## config.mk

```make
export PLATFORM = sky130hd
export DESIGN_NAME = xnor_match_counter_flat
export DESIGN_NICKNAME = d
export VERILOG_FILES = /design/src/rtl/xnor_match_counter_pkg.sv /design/src/rtl/xnor_match_counter_if.sv /design/src/rtl/xnor_match_counter_popcount_step.sv /design/src/rtl/xnor_match_counter.sv /design/src/flat_wrapper.sv
export SDC_FILE = /design/constraint.sdc
export NUM_CORES = 1
export LEC_CHECK = 0
export ABC_AREA = 1
export CAP_MARGIN = 10
export CORE_UTILIZATION = 42
export CTS_CLUSTER_DIAMETER = 60
export CTS_CLUSTER_SIZE = 10
export DETAILED_ROUTE_END_ITERATION = 8
export PLACE_DENSITY = 0.76
export SLEW_MARGIN = 10
export SYNTH_ARGS = -nofsm -noshare
export SYNTH_HDL_FRONTEND = slang
export SYNTH_SLANG_ARGS = --single-unit
export TNS_END_PERCENT = 1
```

## constraint.sdc

```tcl
create_clock -name clk -period 2.15 [get_ports clk]
set_input_delay 0.645 -clock clk [delete_from_list [all_inputs] [get_ports clk]]
set_output_delay 0.645 -clock clk [all_outputs]
set_load 0.03 [all_outputs]
```

## src/rtl/xnor_match_counter_pkg.sv

```systemverilog
// xnor_pkg: shared FSM state encoding and default geometry for the XNOR match counter.
// Latency: n/a (type and constant definitions only).
// Backpressure: n/a.
package xnor_pkg;

  // Default operand width and bits counted per COUNT cycle.
  localparam int XNOR_WIDTH = 32;
  localparam int XNOR_STEP  = 4;

  typedef enum logic [1:0] {
    S_IDLE  = 2'd0,
    S_COUNT = 2'd1,
    S_DONE  = 2'd2
  } state_t;

endpackage : xnor_pkg

```

## src/rtl/xnor_match_counter_if.sv

```systemverilog
// xnor_match_counter_if: operand and result handshakes plus abort for the match counter.
// Latency: n/a (wiring only).
// Backpressure: in_ready/out_ready carry flow control in each direction.
// Ports (slave view, i.e. the unit):
//   in:  in_valid, A, B, abort, out_ready
//   out: in_ready, out_valid, Result, match_count, equal
interface xnor_match_counter_if
  import xnor_pkg::*;
#(
  parameter int WIDTH = XNOR_WIDTH
) ();

  localparam int CW = $clog2(WIDTH + 1);

  logic             in_valid;
  logic             in_ready;
  logic [WIDTH-1:0] A;
  logic [WIDTH-1:0] B;
  logic             abort;
  logic             out_valid;
  logic             out_ready;
  logic [WIDTH-1:0] Result;
  logic [CW-1:0]    match_count;
  logic             equal;

  // Producer/consumer side.
  modport master (
    output in_valid, A, B, abort, out_ready,
    input  in_ready, out_valid, Result, match_count, equal
  );

  // Match counter side.
  modport slave (
    input  in_valid, A, B, abort, out_ready,
    output in_ready, out_valid, Result, match_count, equal
  );

endinterface : xnor_match_counter_if

```

## src/rtl/xnor_match_counter_popcount_step.sv

```systemverilog
// popcount_step: counts the 1 bits of a STEP-bit slice.
// Latency: combinational.
// Backpressure: none.
// Ports: bits_i (STEP bits in), count_o ($clog2(STEP+1) bits out).
module popcount_step #(
  parameter int STEP = 4
) (
  input  logic [STEP-1:0]            bits_i,
  output logic [$clog2(STEP+1)-1:0]  count_o
);

  localparam int PCW = $clog2(STEP + 1);

  always_comb begin
    count_o = '0;
    for (int i = 0; i < STEP; i++) begin
      count_o = count_o + PCW'(bits_i[i]);
    end
  end

endmodule : popcount_step

```

## src/rtl/xnor_match_counter.sv

```systemverilog
// xnor_match_counter: registers ~(A^B) and counts its matching bits STEP bits per cycle.
// Latency: accept at edge 0, out_valid high after edge WIDTH/STEP.
// Backpressure: in_ready only in IDLE; DONE holds all outputs until out_ready (or abort).
// Ports: clk, reset_n (async active-low), bus (xnor_match_counter_if.slave).
module xnor_match_counter
  import xnor_pkg::*;
#(
  parameter int WIDTH = XNOR_WIDTH,
  parameter int STEP  = XNOR_STEP
) (
  input  logic                  clk,
  input  logic                  reset_n,
  xnor_match_counter_if.slave   bus
);

  localparam int CW     = $clog2(WIDTH + 1);
  localparam int PCW    = $clog2(STEP + 1);
  localparam int NSTEPS = WIDTH / STEP;
  // Keep idx at least one bit wide so the single-step case still elaborates.
  localparam int IDX_W  = (NSTEPS > 1) ? $clog2(NSTEPS) : 1;
  localparam logic [IDX_W-1:0] LAST_IDX = IDX_W'(NSTEPS - 1);

  generate
    if (WIDTH < 1 || STEP < 1 || (WIDTH % STEP) != 0) begin : g_bad_geometry
      $error("xnor_match_counter: WIDTH must be >= 1 and a multiple of STEP");
    end
  endgenerate

  state_t           state_q, state_d;
  logic [WIDTH-1:0] result_q, result_d;
  logic [WIDTH-1:0] shift_q, shift_d;
  logic [CW-1:0]    count_q, count_d;
  logic [IDX_W-1:0] idx_q, idx_d;
  logic             equal_q, equal_d;
  logic [PCW-1:0]   step_cnt;

  popcount_step #(
    .STEP (STEP)
  ) u_popcount_step (
    .bits_i  (shift_q[STEP-1:0]),
    .count_o (step_cnt)
  );

  always_comb begin
    state_d  = state_q;
    result_d = result_q;
    shift_d  = shift_q;
    count_d  = count_q;
    idx_d    = idx_q;
    equal_d  = equal_q;

    case (state_q)
      S_IDLE: begin
        // abort beats in_valid: nothing is accepted in that cycle.
        if (bus.in_valid && !bus.abort) begin
          result_d = ~(bus.A ^ bus.B);
          shift_d  = ~(bus.A ^ bus.B);
          count_d  = '0;
          idx_d    = '0;
          equal_d  = 1'b0;
          state_d  = S_COUNT;
        end
      end

      S_COUNT: begin
        if (bus.abort) begin
          state_d = S_IDLE;
        end else begin
          count_d = count_q + CW'(step_cnt);
          shift_d = shift_q >> STEP;
          idx_d   = idx_q + 1'b1;
          if (idx_q == LAST_IDX) begin
            state_d = S_DONE;
            equal_d = (count_d == CW'(WIDTH));
          end
        end
      end

      S_DONE: begin
        // A same-cycle out_ready completes the transfer even when abort is high.
        if (bus.out_ready || bus.abort) begin
          state_d = S_IDLE;
        end
      end

      default: state_d = S_IDLE;
    endcase
  end

  always_ff @(posedge clk or negedge reset_n) begin
    if (!reset_n) begin
      state_q  <= S_IDLE;
      result_q <= '0;
      shift_q  <= '0;
      count_q  <= '0;
      idx_q    <= '0;
      equal_q  <= 1'b0;
    end else begin
      state_q  <= state_d;
      result_q <= result_d;
      shift_q  <= shift_d;
      count_q  <= count_d;
      idx_q    <= idx_d;
      equal_q  <= equal_d;
    end
  end

  assign bus.in_ready    = (state_q == S_IDLE);
  assign bus.out_valid   = (state_q == S_DONE);
  assign bus.Result      = result_q;
  assign bus.match_count = count_q;
  assign bus.equal       = equal_q;

endmodule : xnor_match_counter

```

## src/flat_wrapper.sv

```systemverilog
// flat-port wrapper written by rule: the top's interface ports become plain ports
module xnor_match_counter_flat import xnor_pkg::*;
#(
  parameter int WIDTH = XNOR_WIDTH,
  parameter int STEP  = XNOR_STEP
)
  (clk, reset_n, bus_in_valid, bus_A, bus_B, bus_abort, bus_out_ready, bus_in_ready, bus_out_valid, bus_Result, bus_match_count, bus_equal);
  xnor_match_counter_if #(.WIDTH(WIDTH)) bus_i ();
  input  logic clk;
  input  logic reset_n;
  input wire logic [$bits(bus_i.in_valid)-1:0] bus_in_valid;
  input wire logic [$bits(bus_i.A)-1:0] bus_A;
  input wire logic [$bits(bus_i.B)-1:0] bus_B;
  input wire logic [$bits(bus_i.abort)-1:0] bus_abort;
  input wire logic [$bits(bus_i.out_ready)-1:0] bus_out_ready;
  output wire logic [$bits(bus_i.in_ready)-1:0] bus_in_ready;
  output wire logic [$bits(bus_i.out_valid)-1:0] bus_out_valid;
  output wire logic [$bits(bus_i.Result)-1:0] bus_Result;
  output wire logic [$bits(bus_i.match_count)-1:0] bus_match_count;
  output wire logic [$bits(bus_i.equal)-1:0] bus_equal;
  assign bus_i.in_valid = bus_in_valid;
  assign bus_i.A = bus_A;
  assign bus_i.B = bus_B;
  assign bus_i.abort = bus_abort;
  assign bus_i.out_ready = bus_out_ready;
  assign bus_in_ready = bus_i.in_ready;
  assign bus_out_valid = bus_i.out_valid;
  assign bus_Result = bus_i.Result;
  assign bus_match_count = bus_i.match_count;
  assign bus_equal = bus_i.equal;
  xnor_match_counter #(.WIDTH(WIDTH), .STEP(STEP)) u_core (.clk(clk), .reset_n(reset_n), .bus(bus_i));
endmodule
```

==> summary.txt <==
Timing
  – Fin. Hold Viols: 0
  – Final Max Slew Viols: 0
  – Final WS setup: -0.2469 ns
  – Fin crit share: 111.5%
  – Final setup violation count: 3
  – Setup Skew: 0.006916 ns
  – Setup_tns: -0.3265 ns
  – Hold Slack: 0.2386 ns
  – RSZ-0062 raised after global routing: true
  – Max Fclk: 0.4172 GHz
  – Max_slew headroom: 70.34%
  – Actual slew at the worst max-slew pin: 0.4450 ns
  – Min Tclk post-route: 2.397 ns

Synth
  – Synth warn: 0
  – Largest family of logic cells by synthesized area: simple AND/OR/NAND/NOR gates
  – Register area share after synthesis: 53.92%
  – Post-Syn Instances: 394
  – Post-synthesis compound-gate area fraction: 13.37%
  – Synth Cell Area: 0.003527 mm²
  – Net Count, Synth: 469
  – Simple-Gate Fraction of Synth Area: 16.25%
  – Mapped Avg Cell Area: 8.952 µm²
  – Xor/xnor share of the synthesized area: 8.443%
  – Multiplexer area fraction after synthesis: 0%
  – Post-Synth Adder-Cell Area: 2.767%
  – Register bit total from synthesis: 76
  – Post-synth cell types: 22

Global route
  – First-pass GRT wire length: 12.56 mm
  – Total grt overflow: 0
  – Vias in the first global route: 2,799
  – Tot GR Track Use: 18.46%
  – Antenna violations before repair: 0
  – Largest net degree at the start of global routing: 36

Floorplan
  – Placement row count: 33
  – Starting Density: 43.14%
  – # IOs: 110
  – Core area: 0.008175 mm²
  – Die area: 0.008768 mm²
  – Die height: 93.64 µm
  – Die W: 93.64 µm

Final layout
  – Share of post-route cells with drive strength above 1: 7.045%
  – Final core utilization: 61.08%
  – Antenna diodes: 0
  – Total Nets Final: 581
  – Synth-to-layout area growth: 41.58%

Routing
  – M1 WL: 3.355 mm
  – Vias: 2,979
  – DRT iter0 DRCs: 82
  – Via-to-Cell Ratio: 4.836
  – Wire length per cell: 12.33 µm
  – TritonRoute pass-1 iters: 4
  – DRT Wirelength: 7.598 mm
  – Uppermost layer routed: met4
  – Residual DRC: 0
  – Antenna violation net count after detailed routing: 0
  – Detail Route met2 WL: 3.647 mm
  – DR WL met3: 467 µm

Power
  – Pwr/cell area: 1135 mW/mm²
  – Total power: 5.667 mW
  – Pleak: 2.377 nW
  – Worst IR Drop VDD: 0.0005320 V

Critical path
  – CP Data Arrival Time: 2.68 ns
  – Critical path endpoint category: flop
  – Critical Path Source Type: flop
  – Critical path class: reg -> reg
  – Critical Path Fanout Max: 2
  – WP data required: 2.43 ns

Place
  – Port Buffer Count: 109
  – Worst slack, placed: -0.2693 ns
  – Detailed placement HPWL: 5.672 mm
  – GPL Wtd Cong: 0.7451

Clocking
  – CTS tree: built
  – CTS Buffer Depth: 2
  – Num CTS Buffers: 9
  – Later-pin clock latency in the skew report: 0.34 ns
  – Hold Buf Count CTS: 0
  – Clk slew on worst S/H paths: 0.08 ns
  – CTS sink cnt: 76
  – Clock Tree Root: clkbuf_8
  – H-tree depth: 3

Status
  – Status: finished, violations left
  – Failing checks: setup timing

Hold path
  – Hold Crit Class: in -> async

Flow run
  – Max Cap Viol: 0
[Yosys cell counts (all sizes together)]
cell type	instances	area [µm²]
a21oi	1	5.000
buf	10	83.83
clkbuf	10	37.54
dfrtp	76	1902
fa	3	60.06
ha	3	37.54
inv	17	63.81
nand2	131	496.7
nand3	8	40.04
nor2	9	36.29
o211ai	1	7.510
o21ai	89	445.4
o22ai	1	6.260
o31ai	1	7.510
xnor2	4	35.03
xor2	30	262.8
[worst max-delay path, stage by stage (launching register included)]
cell and delay (ns):
dfrtp_1 0.40, fa_1 0.54, inv_1 0.05, fa_2 0.33, inv_2 0.07, fa_2 0.44
inv_2 0.07, nand2_1 0.04, nor2_1 0.09, nand3_1 0.07, nor2_1 0.09, nand3_1 0.07
nand2_1 0.07
[metal layers]
layer	GRT usage (%)	up-vias
met2	29.78	85
met4	8.205	0
li1	-	1493
met1	24.23	1388
met3	3.415	13
met5	0	-
[cells by family after synthesis]
| logic type | Yosys count |
|---|---|
| DFF | 76 |
| adders and majority gates | 6 |
| and+or+nand+nor | 148 |
| buffers and inverters | 37 |
| xor gates and xnor gates | 34 |
| AOI/OAI and AO/OA | 93 |
[stage by stage]
step	std cells	instance area (µm²)
2_1_floorplan	394	3530
3_3_place_gp	598	4756
3_5_place_dp	598	4756
4_1_cts	616	4986
5_1_grt	616	4994
6_report	616	4994
[placed cells by master (no fill, tap or decap)]
| cell | netlist | final |
|---|---|---|
| o21ai_1 | 13 | 14 |
| clkdlybuf4s50_1 | 0 | 104 |
| nand2_1 | 129 | 128 |
| clkinvlp_4 | 0 | 1 |
| nand3_1 | 8 | 8 |
| o31ai_1 | 1 | 1 |
| dfrtp_1 | 76 | 76 |
| inv_1 | 16 | 14 |
| dlygate4sd2_1 | 0 | 2 |
| buf_4 | 1 | 9 |
| clkbuf_8 | 0 | 10 |
| xnor2_1 | 4 | 4 |
| bufinv_16 | 0 | 2 |
| nand2_2 | 2 | 3 |
| ha_1 | 3 | 3 |
| nor2_1 | 8 | 8 |
| inv_2 | 1 | 3 |
| nor2_2 | 1 | 1 |
| a21oi_1 | 1 | 1 |
| xor2_1 | 30 | 30 |
| dlymetal6s2s_1 | 0 | 2 |
| o211ai_1 | 1 | 1 |
| o21ai_0 | 76 | 75 |
| fa_1 | 3 | 1 |
| clkbuf_1 | 10 | 2 |
| o22ai_1 | 1 | 1 |
| fa_2 | 0 | 2 |
| clkinv_2 | 0 | 1 |
| buf_12 | 0 | 4 |
[worst paths after layout]
path                                     from               endpoint  slack, ns  cells past startpoint
min in group clk           u_core.shift_q[30]     u_core.shift_q[30]       0.48                      2
hold reg to reg            u_core.shift_q[30]     u_core.shift_q[30]       0.48                      2
max in group asynchronous             reset_n  u_core.bus.Result[13]       1.35                      2
setup reg to reg            u_core.shift_q[3]       u_core.bus.equal      -0.25                     12
hold / removal                        reset_n   u_core.bus.Result[3]       0.24                      1
setup / recovery            u_core.shift_q[3]       u_core.bus.equal      -0.25                     12
[final cells by class]
type	instances	area [µm²]
fill	688	3182
clock buffer	12	145.1
multi-input combinational	281	1448
inverter	17	63.81
sequential	76	1902
timing repair buffer	121	1231
clock inverter	4	72.57
tap	105	131.4
[sequential cells by signal (all words and copies together), names as in the netlist]
signal	flops
u_core.bus.equal	1
u_core.bus.Result	32
u_core.state_q	2
u_core.shift_q	32
u_core.bus.match_count	6
u_core.idx_q	3
[repair_timing]
action | 4_1_cts | 5_1_grt
setup buffers | 2 | 0
endpoints found under the setup margin | 4 | 7
pin swaps | 5 | 0
gates cloned | 0 | 0
gates resized for setup | 2 | 5
hold endpoints to repair | 0 | 0
[power by group]
part | switching, mW | internal [mW]
clock network | 0.502 | 0.685
registers | 0.276 | 1.91
logic | 1.29 | 1.00
(Power assumes the default switching activity.)
